`src/rtl/regfile_wb_arbiter.sv`:
```
// regfile_wb_arbiter
//   Owns the single write port of the 32x32 register file. The in-order
//   pipeline writeback always has priority. Late load data returned after a
//   cache miss is queued in a small FIFO and drains on cycles the pipeline
//   leaves the port idle. A per-register busy scoreboard stalls decode on
//   hazards against loads that are still outstanding.
//
// Ports
//   clk, rst                        clock, asynchronous active-high reset
//   pipe_we/pipe_a3/pipe_wd         pipeline writeback (we==0 or a3==0: none)
//   mem_valid/mem_we/mem_a3/mem_wd  late load write, accepted when mem_ready
//   mem_ready                       FIFO has room (count < DEPTH)
//   issue_valid/issue_rd            long-latency load issued, marks rd busy
//   rs1, rs2                        decode source registers
//   stall                           hazard / backpressure stall to pipeline
//   rf_we3/rf_a3/rf_wd3             registered register-file write port
//   busy_vec                        scoreboard, bit 0 always 0
//   fifo_count                      late-write FIFO occupancy
module regfile_wb_arbiter #(
  parameter int DEPTH = 2,
  parameter int CW    = 2
) (
  input  logic          clk,
  input  logic          rst,
  input  logic [2:0]    pipe_we,
  input  logic [4:0]    pipe_a3,
  input  logic [31:0]   pipe_wd,
  input  logic          mem_valid,
  input  logic [2:0]    mem_we,
  input  logic [4:0]    mem_a3,
  input  logic [31:0]   mem_wd,
  output logic          mem_ready,
  input  logic          issue_valid,
  input  logic [4:0]    issue_rd,
  input  logic [4:0]    rs1,
  input  logic [4:0]    rs2,
  output logic          stall,
  output logic [2:0]    rf_we3,
  output logic [4:0]    rf_a3,
  output logic [31:0]   rf_wd3,
  output logic [31:0]   busy_vec,
  output logic [CW-1:0] fifo_count
);

  localparam int AW = (DEPTH > 1) ? $clog2(DEPTH) : 1;

  // Entry layout: {we[2:0], a3[4:0], wd[31:0]}
  logic [39:0]   fifo_mem [DEPTH];
  logic [AW-1:0] wr_ptr_reg;
  logic [AW-1:0] rd_ptr_reg;
  logic [CW-1:0] count_reg;
  logic [31:0]   busy_reg;
  logic [31:0]   busy_next;

  logic          pipe_write;
  logic          fifo_empty;
  logic          push;
  logic          pop;
  logic          issue_set;
  logic [39:0]   head;
  logic [2:0]    head_we;
  logic [4:0]    head_a3;
  logic [31:0]   head_wd;
  logic [3:0]    hz;

  assign pipe_write = (pipe_we != 3'd0) && (pipe_a3 != 5'd0);
  assign fifo_empty = (count_reg == '0);
  assign mem_ready  = (count_reg < CW'(DEPTH));
  // A push while full is a protocol violation; it is simply dropped here.
  assign push       = mem_valid && mem_ready;
  // The FIFO only gets the port when the pipeline does not want it.
  assign pop        = !pipe_write && !fifo_empty;
  assign issue_set  = issue_valid && (issue_rd != 5'd0);

  assign head    = fifo_mem[rd_ptr_reg];
  assign head_we = head[39:37];
  assign head_a3 = head[36:32];
  assign head_wd = head[31:0];

  // Hazard sources: RAW on either source, WAW on a new load destination,
  // and a full FIFO. The full-FIFO term forces pipeline bubbles so the
  // queued late writes are guaranteed to win the port eventually.
  assign hz[0] = (rs1 != 5'd0) && busy_reg[rs1];
  assign hz[1] = (rs2 != 5'd0) && busy_reg[rs2];
  assign hz[2] = issue_set && busy_reg[issue_rd];
  assign hz[3] = (count_reg == CW'(DEPTH));
  assign stall = |hz;

  assign busy_vec   = busy_reg;
  assign fifo_count = count_reg;

  // Scoreboard next state per register. Setting takes priority over the
  // clear from a pop so a re-issued load to the same register stays tracked.
  assign busy_next[0] = 1'b0;
  generate
    for (genvar gi = 1; gi < 32; gi++) begin : g_busy
      assign busy_next[gi] = (issue_set && (issue_rd == 5'(gi))) ||
                             (busy_reg[gi] && !(pop && (head_a3 == 5'(gi))));
    end
  endgenerate

  // FIFO storage carries no reset; validity is tracked by count_reg.
  always_ff @(posedge clk) begin
    if (push) begin
      fifo_mem[wr_ptr_reg] <= {mem_we, mem_a3, mem_wd};
    end
  end

  always_ff @(posedge clk or posedge rst) begin
    if (rst) begin
      wr_ptr_reg <= '0;
      rd_ptr_reg <= '0;
      count_reg  <= '0;
      busy_reg   <= '0;
      rf_we3     <= 3'd0;
      rf_a3      <= 5'd0;
      rf_wd3     <= 32'd0;
    end else begin
      busy_reg <= busy_next;

      // DEPTH is a power of two, so the pointers wrap naturally.
      if (push) wr_ptr_reg <= wr_ptr_reg + AW'(1);
      if (pop)  rd_ptr_reg <= rd_ptr_reg + AW'(1);

      case ({push, pop})
        2'b10:   count_reg <= count_reg + CW'(1);
        2'b01:   count_reg <= count_reg - CW'(1);
        default: count_reg <= count_reg;
      endcase

      if (pipe_write) begin
        rf_we3 <= pipe_we;
        rf_a3  <= pipe_a3;
        rf_wd3 <= pipe_wd;
      end else if (pop) begin
        rf_we3 <= head_we;
        rf_a3  <= head_a3;
        rf_wd3 <= head_wd;
      end else begin
        // Address and data hold; only the enable drops.
        rf_we3 <= 3'd0;
      end
    end
  end

  // Protocol checks (simulation only).
  a_no_overflow : assert property (@(posedge clk) disable iff (rst)
                                   !(mem_valid && !mem_ready));
  a_mem_we      : assert property (@(posedge clk) disable iff (rst)
                                   mem_valid |-> (mem_we != 3'd0));
  a_pipe_busy   : assert property (@(posedge clk) disable iff (rst)
                                   pipe_write |-> !busy_reg[pipe_a3]);

endmodule

```
`config.mk`:
```
export PLATFORM = sky130hd
export DESIGN_NAME = regfile_wb_arbiter
export DESIGN_NICKNAME = d
export VERILOG_FILES = /design/src/rtl/regfile_wb_arbiter.sv
export SDC_FILE = /design/constraint.sdc
export NUM_CORES = 1
export LEC_CHECK = 0
export CAP_MARGIN = 40
export CELL_PAD_IN_SITES_DETAIL_PLACEMENT = 0
export CELL_PAD_IN_SITES_GLOBAL_PLACEMENT = 1
export CORE_MARGIN = 2
export CORE_UTILIZATION = 35
export CTS_CLUSTER_DIAMETER = 30
export DETAILED_ROUTE_END_ITERATION = 8
export HOLD_SLACK_MARGIN = 0.12
export PLACE_DENSITY = 0.86
export SYNTH_ARGS = -nofsm -noshare
export SYNTH_HDL_FRONTEND = slang
export SYNTH_SLANG_ARGS = --single-unit
```
`constraint.sdc`:
```
create_clock -name clk -period 2.67 [get_ports clk]
set_input_delay 0.534 -clock clk [delete_from_list [all_inputs] [get_ports clk]]
set_output_delay 0.534 -clock clk [all_outputs]
set_load 0.02 [all_outputs]
```
==> results of run 1 <==
==> critical path, stage by stage, from the launching register on <==
cell and delay [ns]:
dfrtp_2 0.44, buf_6 0.13, mux4_2 0.45, mux2i_1 0.14
mux2i_1 0.10, o21ai_1 0.14, o211ai_1 0.10, buf_4 0.17
==> final cells by class <==
class,count,area (µm²)
tap,265,332
clock buffer,18,429
sequential,155,4290
clock inverter,14,136
fill,1752,9650
timing repair buffer,218,2140
multi-input combinational,366,2520
inverter,6,23.8
==> worst max-delay path by stage <==
stage,from,end,slack (ns),cells after the start
floorplan,issue_rd[1],stall,0.09,7
global placement,rs1[0],stall,-0.65,8
detailed placement,rs1[0],stall,-0.66,8
CTS,rs1[0],stall,0.003,8
global route,busy_vec[12]$_DFF_PP0_,stall,-0.04,6
finish,busy_vec[31]$_DFF_PP0_,stall,0.05,7
==> layer usage <==
metal,share of wire,routed length [µm]
met1,0.42,7740
met2,0.46,8460
met3,0.10,1920
met4,0.019,348
met5,0.00060,11
==> power groups by stage <==
stage	logic (µW)	clock network (µW)	registers [µW]
floorplan	1680	0	3720
global placement	3270	0	3580
detailed placement	3310	0	3590
CTS	3340	2340	3550
global route	3590	2460	3620
finish	3320	2300	3560
==> synth_stat cells (3+ instances only) <==
library cell / number
nor3_1: 3
mux4_2: 21
clkbuf_1: 20
nand3b_1: 4
nor2_1: 44
dfrtp_1: 75
nand3_1: 3
o21ai_0: 64
buf_1: 5
nand2_1: 54
a21oi_1: 38
inv_1: 6
xnor2_1: 5
edfxtp_1: 80
mux2i_1: 56
o21ai_1: 40
buf_2: 9
nand2b_1: 5
or4b_4: 3
or2_2: 3
==> repair_timing <==
item / CTS / global route
resized for setup: 21 / 15
pin swaps: 2 / 4
cloned: 0 / 0
endpoints found under the setup margin: 1 / 1
hold buffers: 0 / 0
setup buffers: 2 / 2
==> logic make-up after synthesis <==
kind of cell               Yosys count
DFF                                155
AOI/OAI and AO/OA                  149
and+or+nand+nor                    132
muxes                               78
buffers and inverters               42
xor gates and xnor gates             5
adders and majority gates            1
other                                1
==> metrics by stage <==
step           instances  cell area (µm²)  utilization
2_1_floorplan        563             6970            -
3_3_place_gp        1006             9260        0.474
3_5_place_dp        1006             9260        0.474
4_1_cts             1040             9850        0.504
5_1_grt             1042             9880        0.506
6_report            1042             9880        0.506
==> flow_summary.yaml, run 1 <==
grt:
  grt_busiest_layer: "met2"
  grt_overflow: 0
  grt_pass1_wl_um: 28900
  met1_usage: 0.219
  met3_usage: 0.0774
  grt_max_degree: 70
  grtUsageMet2: 0.275
  grtUsageTotal: 0.176
  grt_pass1_vias: 5406
  antenna_found_initial: 1
die:
  start_util: 0.357
  die_h_um: 145
  die_area_mm2: 0.0211
  std_cell_rows: 51
  core_area_mm2: 0.0195
  dieWidth_um: 145
  io_pins: 175
place:
  globalplace.congestion: 0.898
  dp_hpwl_um: 13100
  dp_slack_ns: -0.663
  port_buffers: 173
cells_and_area:
  largest_reg_flops: 80
  final_common_cell: "clkdlybuf4s50_1"
  synthToLayoutAreaGrowth_pct: 41.7
  diodes: 0
  top_register: "fifo_mem"
  layout_common_cells: "clkdlybuf4s50_1, edfxtp_1, o21ai_0, dfrtp_1, mux2i_1"
  layout-drive-gt1-share: 0.161
  nets: 864
sta:
  skew_ns: 0.0110
  fin_tns_setup_ns: 0
  grt_setup_unrepaired: "true"
  hold_viol_final: 0
  fmax_mhz: 382
  fin_hold_ws_ns: 0.502
  period_needed_ns: 2.62
  maxSlewHeadroom: 0.568
  drv_slew: 0
  final-setup-viol-count: 0
  fin_ws_ns: 0.0496
  finalCritPeriodShare: 0.981
  tightestPinTransition_ns: 0.631
synthesis:
  synth_mux_area_frac: 0.150
  syn_area_per_cell_um2: 12.4
  synth.top_cell.area_share: 0.345
  async_flop_share: 0.484
  synthSimpleGateAreaFrac: 0.0898
  synth_cell_types: 42
  ys_warn_count: 0
  synthCells: 563
  synth_edf_count: 80
  synth-seq-cells: 155
  synth-compound-area-share: 0.112
  synthXorXnorAreaFrac: 0.00628
  yosys-top-cells-area: "edfxtp_1, dfrtp_1, mux2i_1"
  yosysSeqAreaShare: 0.614
  syn_area_mm2: 0.00697
  synth_top_family_by_area: "multiplexers"
  synthAdderAreaFrac: 0.00180
  syn-num-nets: 663
  yosys.area.top_type: "edfxtp_1"
  synthFlopType: "edfxtp_1"
critical_path:
  rrSetupSlack_ns: 0.35
  startpoint_type: "flop"
  end_kind: "output port"
  cp_max_fo: 4
  arrival_ns: 2.09
  crit_type: "reg -> out"
  r2r-end: "busy_vec[26]$_DFF_PP0_"
  r2r_start: "rd_ptr_reg$_DFFE_PP0P_"
  r2r_cells: 5
  required_ns: 2.14
drt:
  wirelength_um: 18500
  drtIter0Drc: 308
  wl_per_cell_um: 17.7
  ant_nets: 0
  via_count: 5323
  drc: 0
  drt-pass1-iter-count: 7
  vias_per_cell: 5.11
power:
  ir_drop_v: 0.000412
  switchingPower_uw: 3210
  p_total_uw: 9180
  power_frac_seq: 0.388
  swShare: 0.349
  power_density_mw_per_mm2: 930
  clkPwrFrac: 0.251
  power_leakage_uw: 0.00383
  p_int_uw: 5970
  combPwrFrac: 0.361
clocking:
  path_clk_slew_ns: 0.06
  insertion_delay_ns: 0.42
  numCtsBuffers: 17
  cts-htree-levels: 4
  max-clock-path-buffers: 2
  tritoncts: "yes"
  cts_num_sinks: 155
  root_buffer: "clkbuf_16"
status:
  status: "complete, no violations"
worst_hold_path:
  hold_class: "in -> async"
flow_run:
  cap_violations: 0
Power figures use the tool's default switching activity.
==> run 2, diff against run 1 <==
- RECOVER_POWER: not set -> 50
==> flow_summary.yaml, run 2 (synthesis gave the netlist of run 1 again) <==
drt:
  ant_nets: 0
  wl_per_cell_um: 17.6
  drt-pass1-iter-count: 5
  vias_per_cell: 5.07
  via_count: 5308
  drtIter0Drc: 329
  wirelength_um: 18400
  drc: 0
cells_and_area:
  top_register: "fifo_mem"
  final_common_cell: "clkdlybuf4s50_1"
  fin_util: 0.504
  n_fill_cell: 1757
  synthToLayoutAreaGrowth_pct: 41.3
  multiInputGateArea_mm2: 0.00252
  largest_reg_flops: 80
  design_area_mm2: 0.00985
  nets: 864
  layout-drive-gt1-share: 0.158
  layout_common_cells: "clkdlybuf4s50_1, edfxtp_1, o21ai_0, dfrtp_1, mux2i_1"
  seqCellArea_mm2: 0.00429
sta:
  period_needed_ns: 2.63
  maxSlewHeadroom: 0.0173
  final-setup-viol-count: 0
  skew_ns: 0.0105
  fin_tns_setup_ns: 0
  finalCritPeriodShare: 0.984
  fmax_mhz: 380
  grt_setup_unrepaired: "true"
  hold_viol_final: 0
  tightestPinTransition_ns: 1.47
  fin_hold_ws_ns: 0.544
  drv_slew: 0
clocking:
  cts-htree-levels: 4
  tritoncts: "yes"
  numCtsBuffers: 17
  root_buffer: "clkbuf_16"
  insertion_delay_ns: 0.42
  path_clk_slew_ns: 0.06
  max-clock-path-buffers: 2
  cts_num_sinks: 155
critical_path:
  required_ns: 2.14
  path_cells: "mux4_2, mux2i_1, o32ai_1, nor3_1, o211ai_1, buf_4"
  crit_type: "reg -> out"
  slowest_stage: "mux4_2"
  end_kind: "output port"
  arrival_ns: 2.09
  max_stage_delay_ns: 0.48
  path_delay_family: "multiplexers"
  startpoint_type: "flop"
  crit_buf_inv: 1
  cp_max_fo: 5
die:
  die_h_um: 145
  die_area_mm2: 0.0211
  dieWidth_um: 145
  start_util: 0.357
  io_pins: 175
  core_area_mm2: 0.0195
  std_cell_rows: 51
grt:
  grt_pass1_vias: 5406
  antenna_found_initial: 6
  grt_overflow: 0
  grt_max_degree: 70
  grt_pass1_wl_um: 28900
  grtUsageTotal: 0.176
status:
  status: "complete, no violations"
power:
  ir_drop_v: 0.000412
  swShare: 0.350
  p_total_uw: 9140
  combPwrFrac: 0.358
  power_density_mw_per_mm2: 928
  power_leakage_uw: 0.00382
  clkPwrFrac: 0.252
  p_int_uw: 5940
  switchingPower_uw: 3200
  power_frac_seq: 0.390
place:
  globalplace.congestion: 0.898
  port_buffers: 173
  dp_hpwl_um: 13100
  placed_cell_area_mm2: 0.00926
worst_hold_path:
  hold_class: "reg -> reg"
flow_run:
  cap_violations: 0
==> run 2: changes by cell type in the layout (fill, tap and decap cells not counted), sizes merged <==
cell,change
clkinv,-1
diode,+4
dlygate4sd3,+41
clkbuf,+3
clkdlybuf4s50,-41
buf,-3
clkinvlp,+1
==> run 2: timing repair <==
action / in CTS / in global routing
resized for setup: 21 / 15
pin swaps: 2 / 4
setup buffers: 2 / 2
hold buffers: 0 / 0
endpoints found under the setup margin: 1 / 1
==> run 2: path summary, 6_finish.rpt <==
path / from / to / slack, ns / depth (start not counted)
worst max-delay path: busy_vec[12]$_DFF_PP0_ / stall / 0.04 / 6
worst min-delay path: fifo_mem[0][39]$_DFFE_PP_ / rf_we3[2]$_DFF_PP0_ / 0.54 / 2
worst max register to register: rd_ptr_reg$_DFFE_PP0P_ / busy_vec[26]$_DFF_PP0_ / 0.35 / 5
worst min register to register: fifo_mem[0][39]$_DFFE_PP_ / rf_we3[2]$_DFF_PP0_ / 0.54 / 2
max in group asynchronous: rst / rf_wd3[0]$_DFFE_PP0P_ / 0.34 / 3
min in group asynchronous: rst / busy_vec[3]$_DFF_PP0_ / 0.91 / 2
==> run 2: cell type report <==
type	instances	share of cell area
antenna	4	0.00102
clock buffer	18	0.0436
clock inverter	14	0.0138
inverter	6	0.00241
multi-input combinational	366	0.256
sequential	155	0.436
tap	265	0.0337
timing repair buffer	218	0.213
==> run 2: through the flow <==
step                      setup slack [ns]  cells
after floorplan                     0.0913    563
after global placement              -0.647   1006
after detailed placement            -0.663   1006
after CTS                          0.00324   1040
after global routing               -0.0356   1045
final                               0.0414   1046
==> run 2: routing by layer <==
metal | global-route usage | wire length [µm] | up-vias
li1 | - | - | 2487
met3 | 0.0774 | 1910 | 32
met4 | 0.0608 | 353 | 4
met2 | 0.275 | 8400 | 221
met5 | 0 | 25 | -
met1 | 0.219 | 7750 | 2564
==> run 2: power groups by stage <==
stage	Sequential, µW	Combinational (µW)	Clock (µW)
6_report	3560	3270	2300
3_5_place_dp	3590	3310	0
4_1_cts	3550	3340	2340
3_3_place_gp	3580	3270	0
5_1_grt	3630	3550	2460
2_1_floorplan	3720	1680	0
==> run 2: worst min-delay path, cell delays in order, from the launching register on <==
cell and delay [ns]:
edfxtp_1 0.32, mux2i_1 0.06, o21ai_0 0.13
